[src/rtl/dkong_vram_arb_pkg.sv]
// dkong_vram_arb_pkg: shared types and constants for the tile VRAM arbiter
package dkong_vram_arb_pkg;
  localparam int HS_AGE_W = 2;
  typedef enum logic [1:0] {ST_IDLE, ST_ACC, ST_CAP} state_t;
  typedef enum logic {OWN_CPU, OWN_HS} owner_t;
endpackage

[src/rtl/dkong_vram_arb.sv]
// dkong_vram_arb: shares the tile VRAM CPU port between the Z80 and hiscore engine
module dkong_vram_arb
  import dkong_vram_arb_pkg::*;
#(
  parameter int HS_AGE_MAX = 3
) (
  input  logic       CLK_24M,
  input  logic       I_RST,
  input  logic       CLK_EN,
  input  logic       I_CMPBLK,
  input  logic       I_CPU_REQ,
  input  logic       I_CPU_WE,
  input  logic [9:0] I_CPU_AB,
  input  logic [7:0] I_CPU_DB,
  output logic [7:0] O_CPU_DB,
  output logic       O_CPU_ACK,
  output logic       O_WAITn,
  input  logic       hs_req,
  input  logic       hs_we,
  input  logic [9:0] hs_address,
  input  logic [7:0] hs_data_in,
  output logic [7:0] hs_data_out,
  output logic       hs_ack,
  output logic [9:0] O_RAM_AB,
  output logic [7:0] O_RAM_DI,
  output logic       O_RAM_CE,
  output logic       O_RAM_WE,
  input  logic [7:0] I_RAM_DO,
  output logic       O_COLLIDE
);
  state_t state_q, state_d;
  owner_t owner_q, owner_d;
  logic [HS_AGE_W-1:0] age_q, age_d;
  logic cmpblk_q;
  logic [9:0] ab_q, ab_d;
  logic [7:0] di_q, di_d, cpu_db_q, cpu_db_d, hs_db_q, hs_db_d;
  logic ce_q, ce_d, we_q, we_d, cpu_ack_q, cpu_ack_d, hs_ack_q, hs_ack_d, collide_q, collide_d;
  logic grant, hs_win;
  // CAP may grant directly so back-to-back accesses sustain one per two ticks
  assign grant  = (state_q != ST_ACC) & ~I_CMPBLK & (I_CPU_REQ | hs_req);
  assign hs_win = hs_req & (~I_CPU_REQ | (age_q == HS_AGE_W'(HS_AGE_MAX)));
  always_comb begin
    state_d   = state_q;
    owner_d   = owner_q;
    age_d     = age_q;
    ab_d      = ab_q;
    di_d      = di_q;
    ce_d      = ce_q;
    we_d      = we_q;
    cpu_ack_d = 1'b0;
    hs_ack_d  = 1'b0;
    cpu_db_d  = cpu_db_q;
    hs_db_d   = hs_db_q;
    collide_d = (state_q != ST_IDLE) & I_CMPBLK & ~cmpblk_q;
    if (state_q == ST_ACC) begin
      state_d   = ST_CAP;
      cpu_ack_d = (owner_q == OWN_CPU) & I_CPU_REQ;
      hs_ack_d  = (owner_q == OWN_HS) & hs_req;
      cpu_db_d  = (cpu_ack_d & ~we_q) ? I_RAM_DO : cpu_db_q;
      hs_db_d   = (hs_ack_d & ~we_q) ? I_RAM_DO : hs_db_q;
    end else if (grant) begin
      state_d = ST_ACC;
      owner_d = hs_win ? OWN_HS : OWN_CPU;
      age_d   = hs_win ? '0 : (hs_req ? age_q + 1'b1 : age_q);
      ab_d    = hs_win ? hs_address : I_CPU_AB;
      we_d    = hs_win ? hs_we : I_CPU_WE;
      ce_d    = 1'b1;
      di_d    = we_d ? (hs_win ? hs_data_in : I_CPU_DB) : 8'h00;
    end else begin
      state_d = ST_IDLE;
      ce_d    = 1'b0;
      we_d    = 1'b0;
    end
  end
  always_ff @(posedge CLK_24M or posedge I_RST) begin
    if (I_RST) begin
      state_q   <= ST_IDLE;
      owner_q   <= OWN_CPU;
      age_q     <= '0;
      cmpblk_q  <= 1'b0;
      ab_q      <= '0;
      di_q      <= '0;
      ce_q      <= 1'b0;
      we_q      <= 1'b0;
      cpu_ack_q <= 1'b0;
      hs_ack_q  <= 1'b0;
      cpu_db_q  <= '0;
      hs_db_q   <= '0;
      collide_q <= 1'b0;
    end else if (CLK_EN) begin
      state_q   <= state_d;
      owner_q   <= owner_d;
      age_q     <= age_d;
      cmpblk_q  <= I_CMPBLK;
      ab_q      <= ab_d;
      di_q      <= di_d;
      ce_q      <= ce_d;
      we_q      <= we_d;
      cpu_ack_q <= cpu_ack_d;
      hs_ack_q  <= hs_ack_d;
      cpu_db_q  <= cpu_db_d;
      hs_db_q   <= hs_db_d;
      collide_q <= collide_d;
    end
  end
  assign O_RAM_AB    = ab_q;
  assign O_RAM_DI    = di_q;
  assign O_RAM_CE    = ce_q;
  assign O_RAM_WE    = we_q;
  assign O_CPU_ACK   = cpu_ack_q;
  assign hs_ack      = hs_ack_q;
  assign O_CPU_DB    = cpu_db_q;
  assign hs_data_out = hs_db_q;
  assign O_COLLIDE   = collide_q;
  assign O_WAITn     = ~(I_CPU_REQ & ~cpu_ack_q);
endmodule

[config.mk]
export PLATFORM = sky130hd
export DESIGN_NAME = dkong_vram_arb
export DESIGN_NICKNAME = d
export VERILOG_FILES = /design/src/rtl/dkong_vram_arb_pkg.sv /design/src/rtl/dkong_vram_arb.sv
export SDC_FILE = /design/constraint.sdc
export NUM_CORES = 1
export LEC_CHECK = 0
export BUFFER_PORTS_ARGS = -buffer_cell sky130_fd_sc_hd__buf_2
export CAP_MARGIN = 15
export CORE_MARGIN = 3
export CORE_UTILIZATION = 50
export DETAILED_ROUTE_END_ITERATION = 8
export GPL_TIMING_DRIVEN = 0
export PLACE_DENSITY = 0.92
export SYNTH_ARGS = -nofsm -noshare
export SYNTH_HDL_FRONTEND = slang
export SYNTH_SLANG_ARGS = --single-unit
[constraint.sdc]
create_clock -name CLK_24M -period 2.16 [get_ports CLK_24M]
set_input_delay 0.432 -clock CLK_24M [delete_from_list [all_inputs] [get_ports CLK_24M]]
set_output_delay 0.432 -clock CLK_24M [all_outputs]
set_load 0.02 [all_outputs]
# ---- Word level (Yosys, flattened, before mapping)
# Cells that the tools add are included.
dict set report op_classes {
  n_mux 13
  n_bitwise 20
  addsub 1
  eq_ne 3
  reduce_logical 7
}
# operator n
set op_table {}
lappend op_table {{two-way mux 8 bit} 2}
lappend op_table {{AND 1 bit} 10}
lappend op_table {{two-way mux 10 bit} 1}
lappend op_table {{AND reduction 3 bit} 3}
lappend op_table {{inverter 1 bit} 8}
lappend op_table {{two-way mux 1 bit} 7}
lappend op_table {{two-way mux 2 bit} 3}
lappend op_table {{AND reduction 4 bit} 1}
lappend op_table {{nonzero test 2 bit} 2}
lappend op_table {{adder 2 x 1 -> 2 bit (second input constant)} 1}
lappend op_table {{== test 2 x 1 -> 1 bit (second input constant)} 1}
lappend op_table {{== test 2 bit (second input constant)} 1}
lappend op_table {{!= test 2 x 1 -> 1 bit (second input constant)} 1}
lappend op_table {{OR 1 bit} 2}
lappend op_table {{AND reduction 2 bit} 1}
dict set report totals {
  ff_bits 45
  word_cells 57
  output_inout_bits 40
}

# ---- Longest topological paths before layout
# Gate-level depths: netlist of run 1.
dict set report logic_depth {
  ltp_word 5
  ltp_mapped 7
  mapped_depth_nobuf 5
}

# ---- Worst setup path after synthesis of run 1
# Ideal clock, no wire load.
dict set report synth_path {
  path_kind {flip-flop to flip-flop}
  startpoint {register age_q[0]}
  endpoint {register ab_q[8] (netlist: O_RAM_AB[8])}
  required_time_ps 2026
  arrival_time_ps 1335
  path_slack_ps 690
  setup_ps 134
  stages_incl_launch_ff 8
  period_less_slack_ps 1470
  path_cell_list {dfrtp_1 > ha_1 > nand2b_1 > buf_2 > nand2_2 > buf_6 > mux2i_1 > o21ai_0}
}
dict set report synth_via {
  elab_chain_len 4
}
# element line_no
set synth_lines {}
lappend synth_lines {{start, declared} dkong_vram_arb.sv:33} ;# logic [HS_AGE_W-1:0] age_q, age_d;
lappend synth_lines {{start signal, assigned} dkong_vram_arb.sv:93} ;# age_q <= age_d;
lappend synth_lines {{== test 2 bit} dkong_vram_arb.sv:41} ;# assign hs_win = hs_req & (~I_CPU_REQ | (age_q == HS_AGE_W'(HS_AGE_MAX)));
lappend synth_lines {{OR 1 bit} dkong_vram_arb.sv:41}
lappend synth_lines {{AND 1 bit} dkong_vram_arb.sv:41}
lappend synth_lines {{two-way mux 10 bit} dkong_vram_arb.sv:65} ;# ab_d = hs_win ? hs_address : I_CPU_AB;
lappend synth_lines {{end signal, assigned} dkong_vram_arb.sv:81} ;# ab_q <= '0;
lappend synth_lines {{end signal, assigned} dkong_vram_arb.sv:95} ;# ab_q <= ab_d;
lappend synth_lines {{end, declared} dkong_vram_arb.sv:35} ;# logic [9:0] ab_q, ab_d;
# No other way between the ends.
# A chain may end at the register's enable or synchronous reset.

# ---- Final worst setup path of run 1
dict set report layout_path {
  startpoint {register age_q[0]}
  endpoint {register ab_q[4] (netlist: O_RAM_AB[4])}
}
# Same word-level chain as after synthesis.

==> impl_metrics.toml, run 1 <==
[clock_tree]
cts_buffers = 5
cts_tree = "yes"
htree_num_levels = 2
cts_sinks = 45
hold_buffers = 0
root_buffer = "clkbuf_8"
cts_max_path_buffers = 2
path_clk_slew_ns = 0.08
cts-resized-gates = 0
clk_latency_ns = 0.29
postCtsSetupRepairBufs = 0

[power_and_ir_drop]
internal_power_w = 0.00175
seqPwrFrac = 0.443
p_sw_w = 0.000872
p_per_area_mw_per_mm2 = 996
switching_share = 0.333
combPwrFrac = 0.313
pwr-share-clk = 0.244
p_leak_nw = 1.43
vdd.ir_drop.worst_mv = 0.566

[flow_run]
maxCapViolCount = 0

[routing]
ant_nets = 0
first_iter_violations = 113
wirelength_um = 4500
drt_first_pass_iters = 4
viasPerCell = 5.16
vias = 1703
routedWlPerCell_um = 13.6
drc = 0

[floorplanning]
die_x_um = 69.4
io_pins = 92
initial_core_util = 0.533
die-area_mm2 = 0.00482
design.core.area_mm2 = 0.00377
die_h_um = 69.4
fp-row-count = 22

[synth]
synth_top_flop_cell = "dfrtp_1"
syn_avg_cell_area_um2 = 10.9
syn_area_mm2 = 0.00201
syn_nets = 238
seq_area_frac_synth = 0.560
ys_types = 30
synth.area.top_cells = "dfrtp_1, nand2_1, mux2i_1, o21ai_0, mux2_2"
yosys.area.top_type_share = 0.560
synth_cells = 185
synth.most_common_cell = "dfrtp_1"
yosysTopAreaCell = "dfrtp_1"
async_reset_ff_frac = 1.00
yosys-top-cells-count = "dfrtp_1, nand2_1, o21ai_0"
ys_ff_latch = 45
synth_enable_flop_cells = 0
yosys_warnings = 0

[critical_path]
crit_family = "flip-flops"
cp_slowest_stage_delay_ns = 0.40
critPathLaunchType = "flip-flop"
crit_fanout = 10
required_ns = 2.32
crit_arrival_ns = 1.82
cp_cell_sequence = "ha_1 -> nand2b_1 -> buf_2 -> nand2_2 -> buf_6 -> mux2i_1 -> o21ai_0"
crit_path_end_kind = "flip-flop"
path_buf_inv = 2
cpMaxStageDelayCell = "dfrtp_1"
path_class = "reg -> reg"

[finish]
post-route-util = 0.698
final_nets = 334
final_cell_area_mm2 = 0.00263
fillers = 295
antennaDiodeCount = 0
area_growth_pct = 30.9
fin_cells = 330
drive_gt1_frac = 0.411

[sta]
fin_skew_ns = 0.00255
holdWs_ns = 0.337
fin_crit_ns = 1.66
fin_crit_sh = 0.770
fmaxAchievable_mhz = 601
maxSlewHeadroom = 0.398
worst_slew_pin_slew_ns = 0.902
slew_violations = 0
setup_viol = 0
rsz0062_at_grt = "false"
finalHoldViolCount = 0
setup-tns-final_ns = 0

[placed_design]
dp_hpwl_um = 3490
portBuffers = 89
place_congestion = 0.779
dpl.cell_count = 322
placed_cell_area_mm2 = 0.00252

[grt]
grt_pass1_vias = 1652
grt_pass1_wl_um = 7490
grt_use_total = 0.192
grt_overflow = 0
grt_max_degree = 46
antenna_found_initial = 0

[min_path]
min_path_type = "in -> async"

[outcome]
outcome = "finished, final reports clean"
-- final timing paths --
path | cells after the start | startpoint | slack, ns | to
worst min-delay path | 2 | I_RST | 0.34 | O_CPU_DB[2]$_DFFE_PP0P_
min in group CLK_24M | 2 | I_RAM_DO[5] | 0.37 | hs_data_out[5]$_DFFE_PP0P_
max in group asynchronous | 2 | I_RST | 1.27 | O_RAM_AB[7]$_DFFE_PP0P_
worst max register to register | 7 | age_q[0]$_DFFE_PP0P_ | 0.50 | O_RAM_AB[4]$_DFFE_PP0P_
worst min register to register | 1 | cmpblk_q$_DFFE_PP0P_ | 0.44 | O_COLLIDE$_DFFE_PP0P_
worst max-delay path | 7 | age_q[0]$_DFFE_PP0P_ | 0.50 | O_RAM_AB[4]$_DFFE_PP0P_
-- metal layers --
metal | wire [µm] | track usage | vias to the layer above
met1 | 1960 | 0.246 | 777
met5 | 0 | 0 | -
met2 | 2100 | 0.317 | 84
li1 | - | - | 837
met4 | 34 | 0.0456 | 0
met3 | 408 | 0.0609 | 5
-- registers in the layout, indices dropped and copies added, names as in the netlist --
signal and flops:
O_CPU_DB 8, hs_ack 1, O_RAM_CE 1, cmpblk_q 1, owner_q 1, age_q 2
hs_data_out 8, O_CPU_ACK 1, O_COLLIDE 1, state_q 2, O_RAM_AB 10, O_RAM_WE 1
O_RAM_DI 8
-- layout by cell type (no fill, tap or decap), types with 2 or more instances in the layout --
cell type,Yosys,final
buf_2,5,94
dfrtp_1,45,45
nand2_1,35,35
o21ai_0,21,21
mux2i_1,12,12
mux2_2,9,9
mux2_1,8,8
a21oi_1,8,8
a41oi_1,8,8
inv_1,7,6
clkbuf_8,0,6
clkbuf_1,4,5
nand2b_1,2,2
nand4_1,2,2
o21ai_1,2,2
buf_1,2,2
-- cells by family after synthesis --
family                     count (synthesis)  synth area share
and+or+nand+nor                           46            0.0989
DFF                                       45             0.560
AOI/OAI and AO/OA                         44             0.134
muxes                                     29             0.155
buffers and inverters                     20            0.0460
adders and majority gates                  1           0.00622
-- per-stage QoR --
| step | setup slack [ns] | total power, W |
|---|---|---|
| after floorplan | 0.669 | 0.00169 |
| after global placement | 0.168 | 0.00197 |
| after detailed placement | 0.506 | 0.00201 |
| after CTS | 0.500 | 0.00265 |
| after global routing | 0.414 | 0.00277 |
| final | 0.497 | 0.00262 |
-- power by group through the flow --
stage | logic [W] | registers [W] | clock network, W
6_report | 0.000821 | 0.00116 | 0.000639
4_1_cts | 0.000833 | 0.00117 | 0.000654
2_1_floorplan | 0.000269 | 0.00142 | 0
3_5_place_dp | 0.000832 | 0.00118 | 0
5_1_grt | 0.000883 | 0.00119 | 0.000692
3_3_place_gp | 0.000807 | 0.00117 | 0
-- area by class of cell --
| class | instances | area [µm²] | share of cell area |
|---|---|---|---|
| Sequential cell | 45 | 1130 | 0.428 |
| Clock inverter | 1 | 30.0 | 0.0114 |
| Multi-Input combinational cell | 120 | 792 | 0.301 |
| Buffer | 13 | 66.3 | 0.0252 |
| Tap cell | 48 | 60.1 | 0.0228 |
| Clock buffer | 7 | 86.3 | 0.0328 |
| Inverter | 7 | 26.3 | 0.00998 |
| Timing Repair Buffer | 89 | 445 | 0.169 |
(Power assumes the default switching activity.)
==> run 2: changes to the inputs <==
Settings changed: CORE_UTILIZATION 50 to 46, PLACE_DENSITY 0.92 to 0.86.
Clock period 2.16 ns to 1.6 ns, I/O delays scaled along.
==> run 2 against run 1 <==
  * Sequential power increased by 35%
  * Largest cell class unchanged
  * Final cell count is 1.8% higher
  * Worst setup slack got worse by 0.41 ns
  * Via count up 2.2%
  * Critical endpoint is now O_RAM_DI[6]$_DFFE_PP0P_
==> impl_metrics.toml, run 2 (synthesized netlist as in run 1, its figures left out) <==
[placed_design]
dp_hpwl_um = 3500
dp_slack_ns = -0.0562
place_congestion = 0.822
portBuffers = 89
placed_cell_area_mm2 = 0.00252

[power_and_ir_drop]
p_per_area_mw_per_mm2 = 1260
p_leak_nw = 1.46
vdd.ir_drop.worst_mv = 0.554

[routing]
wirelength_um = 4690
viasPerCell = 5.18
ant_nets = 0
drc = 0
routedWlPerCell_um = 13.9
vias = 1741
first_iter_violations = 100
drt_first_pass_iters = 4

[clock_tree]
path_clk_slew_ns = 0.09
cts_sinks = 45
clk_latency_ns = 0.30
cts_tree = "yes"
root_buffer = "clkbuf_8"
cts_max_path_buffers = 2
cts_buffers = 5
htree_num_levels = 2
hold_buffers = 0

[min_path]
min_path_type = "in -> async"

[grt]
antenna_found_initial = 0
grt_use_total = 0.186
grt_overflow = 0
grt_pass1_vias = 1601
grt_pass1_wl_um = 7510
grt_max_degree = 46

[outcome]
outcome = "finished, final reports clean"

[sta]
fin_skew_ns = 0.00714
finalHoldViolCount = 0
slew_violations = 0
fmaxAchievable_mhz = 662
fin_crit_ns = 1.51
worst_slew_pin_slew_ns = 0.926
fin_ws_ns = 0.0898
setup_viol = 0
setup-tns-final_ns = 0
maxSlewHeadroom = 0.381
fin_crit_sh = 0.944
holdWs_ns = 0.221

[floorplanning]
io_pins = 92
fp-row-count = 23
design.core.area_mm2 = 0.00412
die-area_mm2 = 0.00520
die_x_um = 72.1
initial_core_util = 0.489
die_h_um = 72.1

[critical_path]
crit_arrival_ns = 1.68
critPathCapture = "O_RAM_DI[6]$_DFFE_PP0P_"
path_class = "reg -> reg"
required_ns = 1.77
ff2ff_setup_slack_ns = 0.09
crit_path_end_kind = "flip-flop"
critPathLaunchType = "flip-flop"
reg2reg_depth = 6
crit_fanout = 10
r2r-start = "age_q[0]$_DFFE_PP0P_"
startpoint = "age_q[0]$_DFFE_PP0P_"
timing.rr.end = "O_RAM_DI[6]$_DFFE_PP0P_"

[finish]
final_cell_area_mm2 = 0.00273
area_growth_pct = 35.8
drive_gt1_frac = 0.444
fillers = 337
layout_common_cells = "buf_2, dfrtp_1, nand2_1"
final_nets = 338
final_common_cell = "buf_2"
antennaDiodeCount = 0
largest_reg_flops = 10

[flow_run]
maxCapViolCount = 0
## run 2: how the worst min path moves through the flow
stage	from	endpoint	slack [ns]	depth (start not counted)
after floorplan	cmpblk_q$_DFFE_PP0P_	O_COLLIDE$_DFFE_PP0P_	0.42	1
after global routing	I_RAM_DO[1]	hs_data_out[1]$_DFFE_PP0P_	0.24	2
after detailed placement	cmpblk_q$_DFFE_PP0P_	O_COLLIDE$_DFFE_PP0P_	0.45	1
after CTS	I_RAM_DO[1]	hs_data_out[1]$_DFFE_PP0P_	0.24	2
final	I_RST	O_RAM_AB[5]$_DFFE_PP0P_	0.22	2
after global placement	cmpblk_q$_DFFE_PP0P_	O_COLLIDE$_DFFE_PP0P_	0.43	1
## run 2: layer usage
metal  track usage  part of all wire
met1         0.241              0.42
met2         0.304              0.48
met3        0.0512             0.091
met4        0.0564             0.012
met5             0                 0
## run 2: report_power, final
part           switching [W]  leakage [nW]  internal (W)  total [W]
Combinational       0.000695         0.840      0.000474    0.00117
Sequential          0.000144         0.577       0.00142    0.00157
Clock               0.000392        0.0445      0.000310   0.000701
Total                0.00123          1.46       0.00221    0.00344
## run 2: timing repair
| action | CTS | global route |
|---|---|---|
| buffers inserted | 0 | 3 |
| cloned | 0 | 1 |
| gates resized for setup | 4 | 14 |
| endpoints found under the setup margin | 9 | 17 |
## run 2: critical path: stages, from the launching register on
cell	delay, ns
dfrtp_1	0.40
ha_1	0.20
nand2b_4	0.14
buf_6	0.14
buf_2	0.18
a41oi_1	0.23
o21ai_0	0.10
## run 2: metrics by stage
step,total power [W],utilization,cells
floorplan,0.00228,-,185
global placement,0.00266,0.612,324
detailed placement,0.00271,0.612,324
CTS,0.00342,0.637,332
global route,0.00365,0.664,336
finish,0.00344,0.664,336
## run 2: cell type report
type	instances	area, µm²	share of cell area
plain buffers	13	83.8	0.0307
clock buffers	5	68.8	0.0252
clock inverters	3	21.3	0.00779
inverters	7	26.3	0.00962
multi-input cells	120	837	0.306
flip-flops and latches	45	1130	0.412
well taps	50	62.6	0.0229
repair buffers	93	505	0.185
